File: src/rtl/spike_mon_pkg.sv
// Shared ISI state encoding and default parameter values for the spike rate monitor.
package spike_mon_pkg;

  typedef enum logic [0:0] {
    WAIT_FIRST = 1'b0,
    MEASURE    = 1'b1
  } isi_state_t;

  localparam int DEF_WINDOW_LEN = 256;
  localparam int DEF_CNT_W      = 8;
  localparam int DEF_ISI_W      = 12;
  localparam int DEF_BURST_ISI  = 8;

endpackage

File: src/rtl/spike_edge_det.sv
// Rising-edge detector on spike_in against a registered copy; edge is same-cycle (0 latency).
// No backpressure: one pulse per low-to-high transition, held-high input yields a single edge.
module spike_edge_det (
  input  logic clk,
  input  logic reset,
  input  logic spike_in,
  output logic spike_edge
);

  logic spike_q;

  always_ff @(posedge clk or posedge reset) begin
    if (reset) spike_q <= 1'b0;
    else       spike_q <= spike_in;
  end

  // spike_q clears on reset, so a spike already high at release counts as an edge
  assign spike_edge = spike_in & ~spike_q;

endmodule

File: src/rtl/spike_rate_monitor.sv
// Windowed spike rate / peak state and inter-spike interval monitor; all outputs 1 cycle after the event.
// No backpressure (valids are single-cycle pulses). Burst flag logic exists only with SPIKE_MON_BURST_EN.
module spike_rate_monitor
  import spike_mon_pkg::*;
#(
  parameter int WINDOW_LEN = DEF_WINDOW_LEN,
  parameter int CNT_W      = DEF_CNT_W,
  parameter int ISI_W      = DEF_ISI_W,
  parameter int BURST_ISI  = DEF_BURST_ISI
) (
  input  logic             clk,
  input  logic             reset,
  input  logic             spike_in,
  input  logic [7:0]       state_in,
  output logic [CNT_W-1:0] rate_count,
  output logic [7:0]       peak_state,
  output logic             rate_valid,
  output logic [ISI_W-1:0] isi,
  output logic             isi_valid,
  output logic             burst
);

  localparam int               WIN_W     = $clog2(WINDOW_LEN);
  localparam logic [WIN_W-1:0] WIN_LAST  = WIN_W'(WINDOW_LEN - 1);
  localparam logic [CNT_W-1:0] CNT_MAX   = '1;
  localparam logic [ISI_W-1:0] TIMER_MAX = '1;

  if (WINDOW_LEN < 2 || BURST_ISI < 0) begin : g_param_check
    $error("spike_rate_monitor: WINDOW_LEN must be >= 2 and BURST_ISI >= 0");
  end

  logic spike_edge;

  spike_edge_det u_edge_det (
    .clk        (clk),
    .reset      (reset),
    .spike_in   (spike_in),
    .spike_edge (spike_edge)
  );

  // Rate window
  logic [WIN_W-1:0] win_cnt;
  logic [CNT_W-1:0] spike_acc;
  logic [CNT_W-1:0] acc_next;
  logic [7:0]       peak_trk;
  logic [7:0]       peak_next;
  logic             win_last;

  assign win_last  = (win_cnt == WIN_LAST);
  assign acc_next  = (spike_edge && (spike_acc != CNT_MAX)) ? spike_acc + CNT_W'(1) : spike_acc;
  assign peak_next = (state_in > peak_trk) ? state_in : peak_trk;

  // The terminal cycle's own edge and state are folded into the latched result
  always_ff @(posedge clk or posedge reset) begin
    if (reset) begin
      win_cnt    <= '0;
      spike_acc  <= '0;
      peak_trk   <= '0;
      rate_count <= '0;
      peak_state <= '0;
      rate_valid <= 1'b0;
    end else begin
      rate_valid <= win_last;
      if (win_last) begin
        win_cnt    <= '0;
        spike_acc  <= '0;
        peak_trk   <= '0;
        rate_count <= acc_next;
        peak_state <= peak_next;
      end else begin
        win_cnt    <= win_cnt + WIN_W'(1);
        spike_acc  <= acc_next;
        peak_trk   <= peak_next;
      end
    end
  end

  // Inter-spike interval
  isi_state_t       state;
  isi_state_t       state_next;
  logic [ISI_W-1:0] timer;
  logic [ISI_W-1:0] timer_next;
  logic [ISI_W-1:0] isi_next;
  logic             isi_valid_next;

  always_ff @(posedge clk or posedge reset) begin
    if (reset) begin
      state     <= WAIT_FIRST;
      timer     <= '0;
      isi       <= '0;
      isi_valid <= 1'b0;
    end else begin
      state     <= state_next;
      timer     <= timer_next;
      isi       <= isi_next;
      isi_valid <= isi_valid_next;
    end
  end

  always_comb begin
    state_next     = state;
    timer_next     = timer;
    isi_next       = isi;
    isi_valid_next = 1'b0;
    case (state)
      WAIT_FIRST: begin
        if (spike_edge) begin
          state_next = MEASURE;
          timer_next = ISI_W'(1);
        end
      end
      MEASURE: begin
        // An edge on the last countable cycle wins over the timeout
        if (spike_edge) begin
          isi_next       = timer;
          isi_valid_next = 1'b1;
          timer_next     = ISI_W'(1);
        end else if (timer == TIMER_MAX) begin
          state_next = WAIT_FIRST;
          timer_next = '0;
        end else begin
          timer_next = timer + ISI_W'(1);
        end
      end
      default: state_next = WAIT_FIRST;
    endcase
  end

`ifdef SPIKE_MON_BURST_EN
  localparam int               TIMER_MAX_I = (1 << ISI_W) - 1;
  localparam logic [ISI_W-1:0] BURST_THR   =
    ISI_W'((BURST_ISI >= TIMER_MAX_I) ? TIMER_MAX_I : BURST_ISI);

  always_ff @(posedge clk or posedge reset) begin
    if (reset) begin
      burst <= 1'b0;
    end else if (isi_valid_next) begin
      burst <= (timer <= BURST_THR);
    end else if ((state == MEASURE) && (state_next == WAIT_FIRST)) begin
      burst <= 1'b0;
    end
  end
`else
  assign burst = 1'b0;
`endif

endmodule

File: config.mk
export PLATFORM = sky130hd
export DESIGN_NAME = spike_rate_monitor
export DESIGN_NICKNAME = d
export VERILOG_FILES = /design/src/rtl/spike_mon_pkg.sv /design/src/rtl/spike_edge_det.sv /design/src/rtl/spike_rate_monitor.sv
export SDC_FILE = /design/constraint.sdc
export NUM_CORES = 1
export LEC_CHECK = 0
export BUFFER_PORTS_ARGS = -buffer_cell sky130_fd_sc_hd__buf_2
export CORE_MARGIN = 5
export CORE_UTILIZATION = 41
export CTS_CLUSTER_DIAMETER = 60
export CTS_CLUSTER_SIZE = 14
export DETAILED_ROUTE_END_ITERATION = 16
export GPL_TIMING_DRIVEN = 0
export PLACE_DENSITY_LB_ADDON = 0.15
export SKIP_CTS_REPAIR_TIMING = 1
export SLEW_MARGIN = 40
export SYNTH_ARGS = -nofsm -noshare
export SYNTH_HDL_FRONTEND = slang
export SYNTH_SLANG_ARGS = --single-unit
File: constraint.sdc
create_clock -name clk -period 4.7 [get_ports clk]
set_input_delay 0.235 -clock clk [delete_from_list [all_inputs] [get_ports clk]]
set_output_delay 0.235 -clock clk [all_outputs]
set_load 0.02 [all_outputs]
# Word level (Yosys, flattened, before mapping)
# Index checks and enable logic that the tools add are counted.
# Widths: inputs -> output; s select.
dict set report totals {
  elab_cells 38
  out_inout_bits 31
  register_bits 68
}
dict set report op_classes {
  n_lt_le_gt_ge 1
  reduce_logical 2
  n_addsub 3
  n_eq_ne 4
  n_bitwise 3
  mux 14
}
# cell count
set ops {}
lappend ops {{$mux 8} 5}
lappend ops {{$mux 12} 3}
lappend ops {{$pmux 12 s2} 1}
lappend ops {{$add 8x1->8 const B} 2}
lappend ops {{$add 12x1->12 const B} 1}
lappend ops {{$eq 12x12->1 const B} 1}
lappend ops {{$eq 8x8->1 const B} 1}
lappend ops {{$gt 8x8->1} 1}
lappend ops {{$ne 8x8->1 const B} 1}
lappend ops {{$mux 1} 4}
lappend ops {{$ne 2x2->1 const B} 1}
lappend ops {{$not 1->1} 2}
lappend ops {{$pmux 1 s2} 1}
lappend ops {{$reduce_and 2->1} 1}
lappend ops {{$and 1x1->1} 1}
lappend ops {{$logic_and 1x1->1} 1}

# Longest topological paths before layout
# Gate-level depths: netlist of run 1.
dict set report logic_depth {
  ltp_word 5
  mapped_depth 8
  mapped_depth_nobuf 7
}

# By module
# From an unflattened synthesis of run 1, not the netlist that was laid out.
dict set report unflattened {
  hier_cells 293
  area_unflattened_um2 3128.0
}
# mod area_per_inst_um2 cells_each seq_area_each_um2 instances
set by_module_without_submodules {}
lappend by_module_without_submodules {spike_rate_monitor 3085.5 290 1676.6 1}
lappend by_module_without_submodules {spike_edge_det 42.5 3 25.0 1}

# Worst setup path before layout of run 1
# No wires, ideal clock.
dict set report synth_timing {
  kind {flip-flop to flip-flop}
  startpoint {register peak_trk[7]}
  endpoint {register peak_state[0]}
  path_stages_with_launch 8
  arrival_time_ps 1508
  required_time_ps 4568
  path_buffers 0
  path_slack_ps 3060
  path_cell_list {dfrtp_1 -> inv_1 -> ha_1 -> nand4_1 -> nor2_2 -> nor2_2 -> a32oi_1 -> a31oi_1}
}
dict set report synth_between {
  elab_chain_len 2
}
# item line
set synth_rtl {}
lappend synth_rtl {{from (decl)} spike_rate_monitor.sv:45} ;# logic [7:0] peak_trk;
lappend synth_rtl {{from (signal assigned)} spike_rate_monitor.sv:73} ;# peak_trk <= peak_next;
lappend synth_rtl {{$gt 8x8->1} spike_rate_monitor.sv:51} ;# assign peak_next = (state_in > peak_trk) ? state_in : peak_trk;
lappend synth_rtl {{$mux 8} spike_rate_monitor.sv:51}
lappend synth_rtl {{to (signal assigned)} spike_rate_monitor.sv:69} ;# peak_state <= peak_next;
lappend synth_rtl {{to (decl)} spike_rate_monitor.sv:16} ;# output logic [7:0] peak_state,
# Every way passes these cells.
# A chain may end at the register's enable or synchronous reset.

# Final worst setup path of run 1
dict set report layout_timing {
  startpoint {register peak_trk[7]}
  endpoint {register peak_state[7]}
}
dict set report layout_between {
  elab_chain_len 2
}
# item line
set layout_rtl {}
lappend layout_rtl {{$gt 8x8->1} spike_rate_monitor.sv:51}
lappend layout_rtl {{$mux 8 (*)} spike_rate_monitor.sv:51}
# Mark *: on every way between the ends. The rest lies on a longest branch, timed or not.

==> flow_metrics.env, run 1 <==
export IMPL_port_buffer_count=40
export IMPL_setup_violations=0
export IMPL_finalCritPeriodShare_pct=42.5
export IMPL_post_place_ws_ns=2.71
export IMPL_first_global_vias=2385
export IMPL_p_per_area_nw_per_um2=454
export IMPL_finalHoldViolCount=0
export IMPL_p_int_mw=1.16
export IMPL_cts_made_buffers=9
export IMPL_nNetsFinal=368
export IMPL_die_x_um=97.6
export IMPL_drt_wl_total_mm=6.38
export IMPL_grt_usage_pct=14.6
export IMPL_synth_edf_count=0
export IMPL_antenna_found_initial=0
export IMPL_clk_latency_ns=0.34
export IMPL_critical_path_class="register to register"
export IMPL_cp_required_ns=4.92
export IMPL_ctsLongestPathBuffers=2
export IMPL_design_core_area_um2=7610
export IMPL_die_h_um=97.6
export IMPL_diodes=0
export IMPL_die_area_um2=9530
export IMPL_status="completed"
export IMPL_arrival_ns=2.22
export IMPL_power_frac_seq_pct=44.3
export IMPL_cts_tree="yes"
export IMPL_synth_distinct_cells=41
export IMPL_power_frac_comb_pct=23.0
export IMPL_peakVddDrop_mv=0.186
export IMPL_regArea_um2=1700
export IMPL_ys_seq_elements=68
export IMPL_synthesis_nets=315
export IMPL_grt_pass1_wl_mm=11.4
export IMPL_switching_power_mw=0.544
export IMPL_synthCells=293
export IMPL_fill_cells=730
export IMPL_overflow=0
export IMPL_num_vias=2356
export IMPL_finalMaxSlewViolations=0
export IMPL_min_from="spike_in"
export IMPL_start_util_pct=41.4
export IMPL_syn_area_um2=3150
export IMPL_stdcell_area_um2=3750
export IMPL_hpwl_mm=4.46
export IMPL_rsz0062_at_grt="no"
export IMPL_synth_flop_cell="dfrtp_1"
export IMPL_area_growth_pct=19.2
export IMPL_viasPerCell=5.20
export IMPL_avgSynthCellArea_um2=10.7
export IMPL_place_area_um2=3510
export IMPL_end_kind="register"
export IMPL_wl_per_cell_um=14.1
export IMPL_drive_gt1_share_pct=25.4
export IMPL_post_route_min_period_ns=2.00
export IMPL_h_tree_depth=3
export IMPL_routabilityCongestion=0.805
export IMPL_p_sw_share_pct=31.9
export IMPL_reg2reg_slack_ns=2.70
export IMPL_pwr_share_clk_pct=32.7
export IMPL_ios=42
export IMPL_setup_tns_ns=0
export IMPL_p_leak_nw=1.70
export IMPL_maxCapViolations=0
export IMPL_rows=32
export IMPL_synthArstFlopShare_pct=100
export IMPL_hp_class="input port to register"
export IMPL_ys_seq_area_share_pct=54.1
export IMPL_worstReg2RegStart="peak_trk[7]"
export IMPL_dr_pass1_iters=4
export IMPL_yosysWarnings=0
export IMPL_cp_max_fo=9
export IMPL_fmax_mhz=500
export IMPL_crit_start="peak_trk[7]"
export IMPL_finalWorstSetupSlack_ns=2.70
export IMPL_final_antenna_net_count=0
export IMPL_worst_clock_skew_ns=0.00932
export IMPL_clock_sinks=68
export IMPL_whs_ns=0.0183
export IMPL_multi_input_area_um2=1330
export IMPL_ctsRootBufferMaster="clkbuf_8"
export IMPL_fin_util_pct=49.3
export IMPL_drtIter0Drc=110
export IMPL_grt_max_degree=47
export IMPL_start_kind="register"
export IMPL_drc=0
export IMPL_clkTransAtPathRegs_ns=0.08
-- power by group through the flow --
stage	registers, mW	logic (mW)	clock network (mW)
detailed placement	0.765	0.396	0
finish	0.755	0.392	0.558
global route	0.769	0.452	0.596
floorplan	0.767	0.281	0
CTS	0.754	0.398	0.572
global placement	0.762	0.385	0
-- placed cells by master (no fill, tap or decap), types with 3 or more instances in the layout --
cell       n
nand4_1    9
nand3_1    7
buf_2     46
xor2_1     9
dfrtp_1   68
o21ai_1    4
o31ai_1    3
nand2b_1   4
a32oi_1   16
o21ai_0   17
nor2b_1    4
a21oi_1   13
nor2_2     3
clkbuf_8  11
ha_1      11
mux2_2    12
xnor2_1    4
inv_1     10
a31oi_1    9
nand2_1   27
nor2_1    28
mux2i_1    3
buf_4      3
-- logic make-up after synthesis --
family,synth area share [%]
compound gates,14.7
xor+xnor,3.62
fa+ha+maj,4.37
buf+inv,3.62
flops,54.1
mux,5.25
other cells,0.119
simple gates,14.3
-- Yosys cell counts (2+ instances only) --
cell type | instances | area share [%]
xor2_1 | 9 | 2.5
nand3_1 | 7 | 1.1
nor2_2 | 3 | 0.60
o211ai_1 | 2 | 0.48
o31ai_1 | 3 | 0.72
xnor2_1 | 4 | 1.1
dfrtp_1 | 68 | 54
a21oi_1 | 13 | 2.1
nand3_2 | 2 | 0.64
nor2b_1 | 4 | 0.79
and2_1 | 2 | 0.40
buf_2 | 6 | 0.95
nand4_1 | 9 | 1.8
nor2_1 | 28 | 3.3
ha_1 | 11 | 4.4
buf_4 | 3 | 0.72
o21ai_1 | 4 | 0.64
a31oi_1 | 9 | 1.8
mux2i_1 | 3 | 0.95
o21ai_0 | 17 | 2.7
a32oi_1 | 16 | 4.5
mux2_2 | 12 | 4.3
inv_1 | 11 | 1.3
nand2b_1 | 4 | 0.79
nand2_1 | 27 | 3.2
-- routing by layer --
| layer | wire length (um) | global-route usage [%] | up-vias |
|---|---|---|---|
| met2 | 2980 | 22.2 | 38 |
| li1 | - | - | 1160 |
| met4 | 93 | 6.71 | 0 |
| met1 | 3020 | 19.8 | 1149 |
| met5 | 0 | 0 | - |
| met3 | 278 | 3.37 | 9 |
-- flip-flops by register name, summed over array words and instances, names as in the netlist --
signal and cells:
rate_valid 1, rate_count 8, timer 12, state 1, peak_state 8, u_edge_det.spike_q 1
peak_trk 8, win_cnt 8, isi 12, isi_valid 1, spike_acc 8
-- layout make-up --
class                   instances  share of cell area (%)
repair buffers                 42                    6.33
clock inverters                 5                    2.23
clock buffers                  11                    4.03
plain buffers                  11                    1.80
well taps                     102                    3.40
inverters                      12                    1.37
flip-flops and latches         68                    45.3
multi-input cells             202                    35.5
-- worst max-delay path, cell delays in order (launching register included) --
cell and delay [ns]:
dfrtp_1 0.37, inv_1 0.05, ha_1 0.31, nand4_1 0.17
nor2_2 0.43, nor2_2 0.18, a32oi_1 0.24, a31oi_1 0.12
-- through the flow --
stage	std cells	total power, mW
after floorplan	293	1.05
after global placement	435	1.15
after detailed placement	436	1.16
after CTS	452	1.73
after global routing	453	1.82
final	453	1.71
-- final timing paths --
check	endpoint	cells past startpoint
worst min-delay path	u_edge_det.spike_q	1
worst max-delay path	peak_state[7]	7
worst max register to register	peak_state[7]	7
worst min register to register	rate_count[0]	2
min in group asynchronous	rate_count[7]	3
max in group asynchronous	isi[1]	4
Power figures use the tool's default switching activity.
==> inputs of run 2 (changes only) <==
==> constraint.sdc (replaced) <==
create_clock -name clk -period 2.05 [get_ports clk]
set_input_delay 0.1025 -clock clk [delete_from_list [all_inputs] [get_ports clk]]
set_output_delay 0.1025 -clock clk [all_outputs]
set_load 0.02 [all_outputs]
==> run 2 against run 1 <==
- wire length up 0.91%
- register-to-register slack worse by 2.5 ns
- via count down 0.72%
- global-route usage unchanged
- sequential share of layout area down 0.26 points
- core utilization up 0.28 points
- final area up 0.57%
==> flow_metrics.env, run 2 (synthesis results as in run 1) <==
export IMPL_clock_sinks=68
export IMPL_end_kind="register"
export IMPL_top_regs="isi x12, timer x12"
export IMPL_cp_max_fo=9
export IMPL_finalWorstSetupSlack_ns=0.189
export IMPL_cts_tree="yes"
export IMPL_post_place_ws_ns=0.0556
export IMPL_worstReg2RegStart="peak_trk[7]"
export IMPL_final_common_cell="dfrtp_1"
export IMPL_die_area_um2=9530
export IMPL_fmax_mhz=537
export IMPL_port_buffer_count=40
export IMPL_hp_class="input port to register"
export IMPL_start_util_pct=41.4
export IMPL_crit_start="peak_trk[7]"
export IMPL_p_per_area_nw_per_um2=1040
export IMPL_grt_max_degree=47
export IMPL_status="completed"
export IMPL_design_core_area_um2=7610
export IMPL_num_vias=2339
export IMPL_clkTransAtPathRegs_ns=0.08
export IMPL_drt_wl_total_mm=6.44
export IMPL_antenna_found_initial=0
export IMPL_worst_path_largest_cell_delay_ns=0.37
export IMPL_critical_path_class="register to register"
export IMPL_cts_made_buffers=9
export IMPL_peakVddDrop_mv=0.426
export IMPL_drive_gt1_share_pct=25.9
export IMPL_die_h_um=97.6
export IMPL_arrival_ns=2.12
export IMPL_grt_usage_pct=14.6
export IMPL_finalCritPeriodShare_pct=90.8
export IMPL_first_global_vias=2385
export IMPL_ios=42
export IMPL_die_x_um=97.6
export IMPL_setup_worst_path_end="peak_state[5]"
export IMPL_viasPerCell=5.15
export IMPL_reg2reg_slack_ns=0.19
export IMPL_h_tree_depth=3
export IMPL_routabilityCongestion=0.805
export IMPL_clk_latency_ns=0.34
export IMPL_cp_required_ns=2.31
export IMPL_rsz0062_at_grt="no"
export IMPL_rows=32
export IMPL_grt_pass1_wl_mm=11.4
export IMPL_nNetsFinal=369
export IMPL_most_common_layout_cells="dfrtp_1 (68), buf_2 (45), nor2_1 (28)"
export IMPL_diodes=0
export IMPL_fin_util_pct=49.6
export IMPL_maxCapViolations=0
export IMPL_setup_tns_ns=0
export IMPL_ctsRootBufferMaster="clkbuf_8"
export IMPL_p_leak_nw=1.71
export IMPL_wl_per_cell_um=14.2
export IMPL_r2r_end="peak_state[5]"
export IMPL_area_growth_pct=19.9
export IMPL_ff2ff_path_depth=8
export IMPL_worst_path_max_delay_cell="dfrtp_1"
export IMPL_finalMaxSlewViolations=0
export IMPL_start_kind="register"
export IMPL_fill_cells=730
export IMPL_post_route_min_period_ns=1.86
export IMPL_drc=0
export IMPL_setup_violations=0
export IMPL_overflow=0
export IMPL_final_antenna_net_count=0
export IMPL_finalHoldViolCount=0
export IMPL_path_cells="inv_1 -> ha_1 -> nand2_1 -> o21a_1 -> buf_2 -> nor2_2 -> a32oi_1 -> a31oi_1"
export IMPL_ctsLongestPathBuffers=2
export IMPL_dr_pass1_iters=4
export IMPL_hpwl_mm=4.46
export IMPL_worst_clock_skew_ns=0.00862
export IMPL_drtIter0Drc=94
-- run 2: area by class of cell --
class                      count  area [um2]  share of cell area, %
multi-input combinational    202        1340                   35.5
clock buffer                  11         151                   4.01
buffer                        11        71.3                   1.89
tap                          102         128                   3.38
timing repair buffer          43         248                   6.56
inverter                      12        51.3                   1.36
clock inverter                 5        83.8                   2.22
sequential                    68        1700                   45.1
-- run 2: power by group --
group | internal (mW) | leakage, nW | switching, mW
Combinational | 0.372 | 0.793 | 0.543
Sequential | 1.54 | 0.805 | 0.187
Clock | 0.753 | 0.112 | 0.530
-- run 2: routing by layer --
layer	vias up	global-route usage [%]	wire, um	share of wire, %
met1	1135	19.8	3090	48
li1	1162	-	-	-
met3	8	3.37	257	4.0
met4	0	6.71	98	1.5
met5	-	0	0	0
met2	34	22.2	2990	46
-- run 2: worst min path at each step --
stage                            from                 end  slack [ns]  cells past startpoint
final                     state_in[2]         peak_trk[2]        0.11                      3
after CTS                       reset       rate_count[7]       -0.31                      2
after global routing      state_in[4]         peak_trk[4]        0.14                      3
after floorplan              spike_in  u_edge_det.spike_q        0.13                      0
after global placement       spike_in  u_edge_det.spike_q        0.24                      1
after detailed placement        reset       rate_count[7]        0.07                      2
-- run 2: per-stage QoR --
stage / cell area (um2) / cells / power, mW / hold WS [ns]
after floorplan: 3150 / 293 / 2.40 / 0.134
after global placement: 3480 / 435 / 2.63 / 0.235
after detailed placement: 3510 / 436 / 2.66 / 0.0653
after CTS: 3740 / 452 / 3.96 / -0.313
after global routing: 3770 / 454 / 4.18 / 0.136
final: 3770 / 454 / 3.93 / 0.112
-- run 2: worst max-delay path: cells and delay by family, from the launching register on --
kind                     cells  cell delay [ns]
buffers and inverters        2             0.23
adder cells (fa/ha/maj)      1             0.30
AND/OR/NAND/NOR              2             0.37
flip-flops                   1             0.37
AO/OA/AOI/OAI                3             0.50
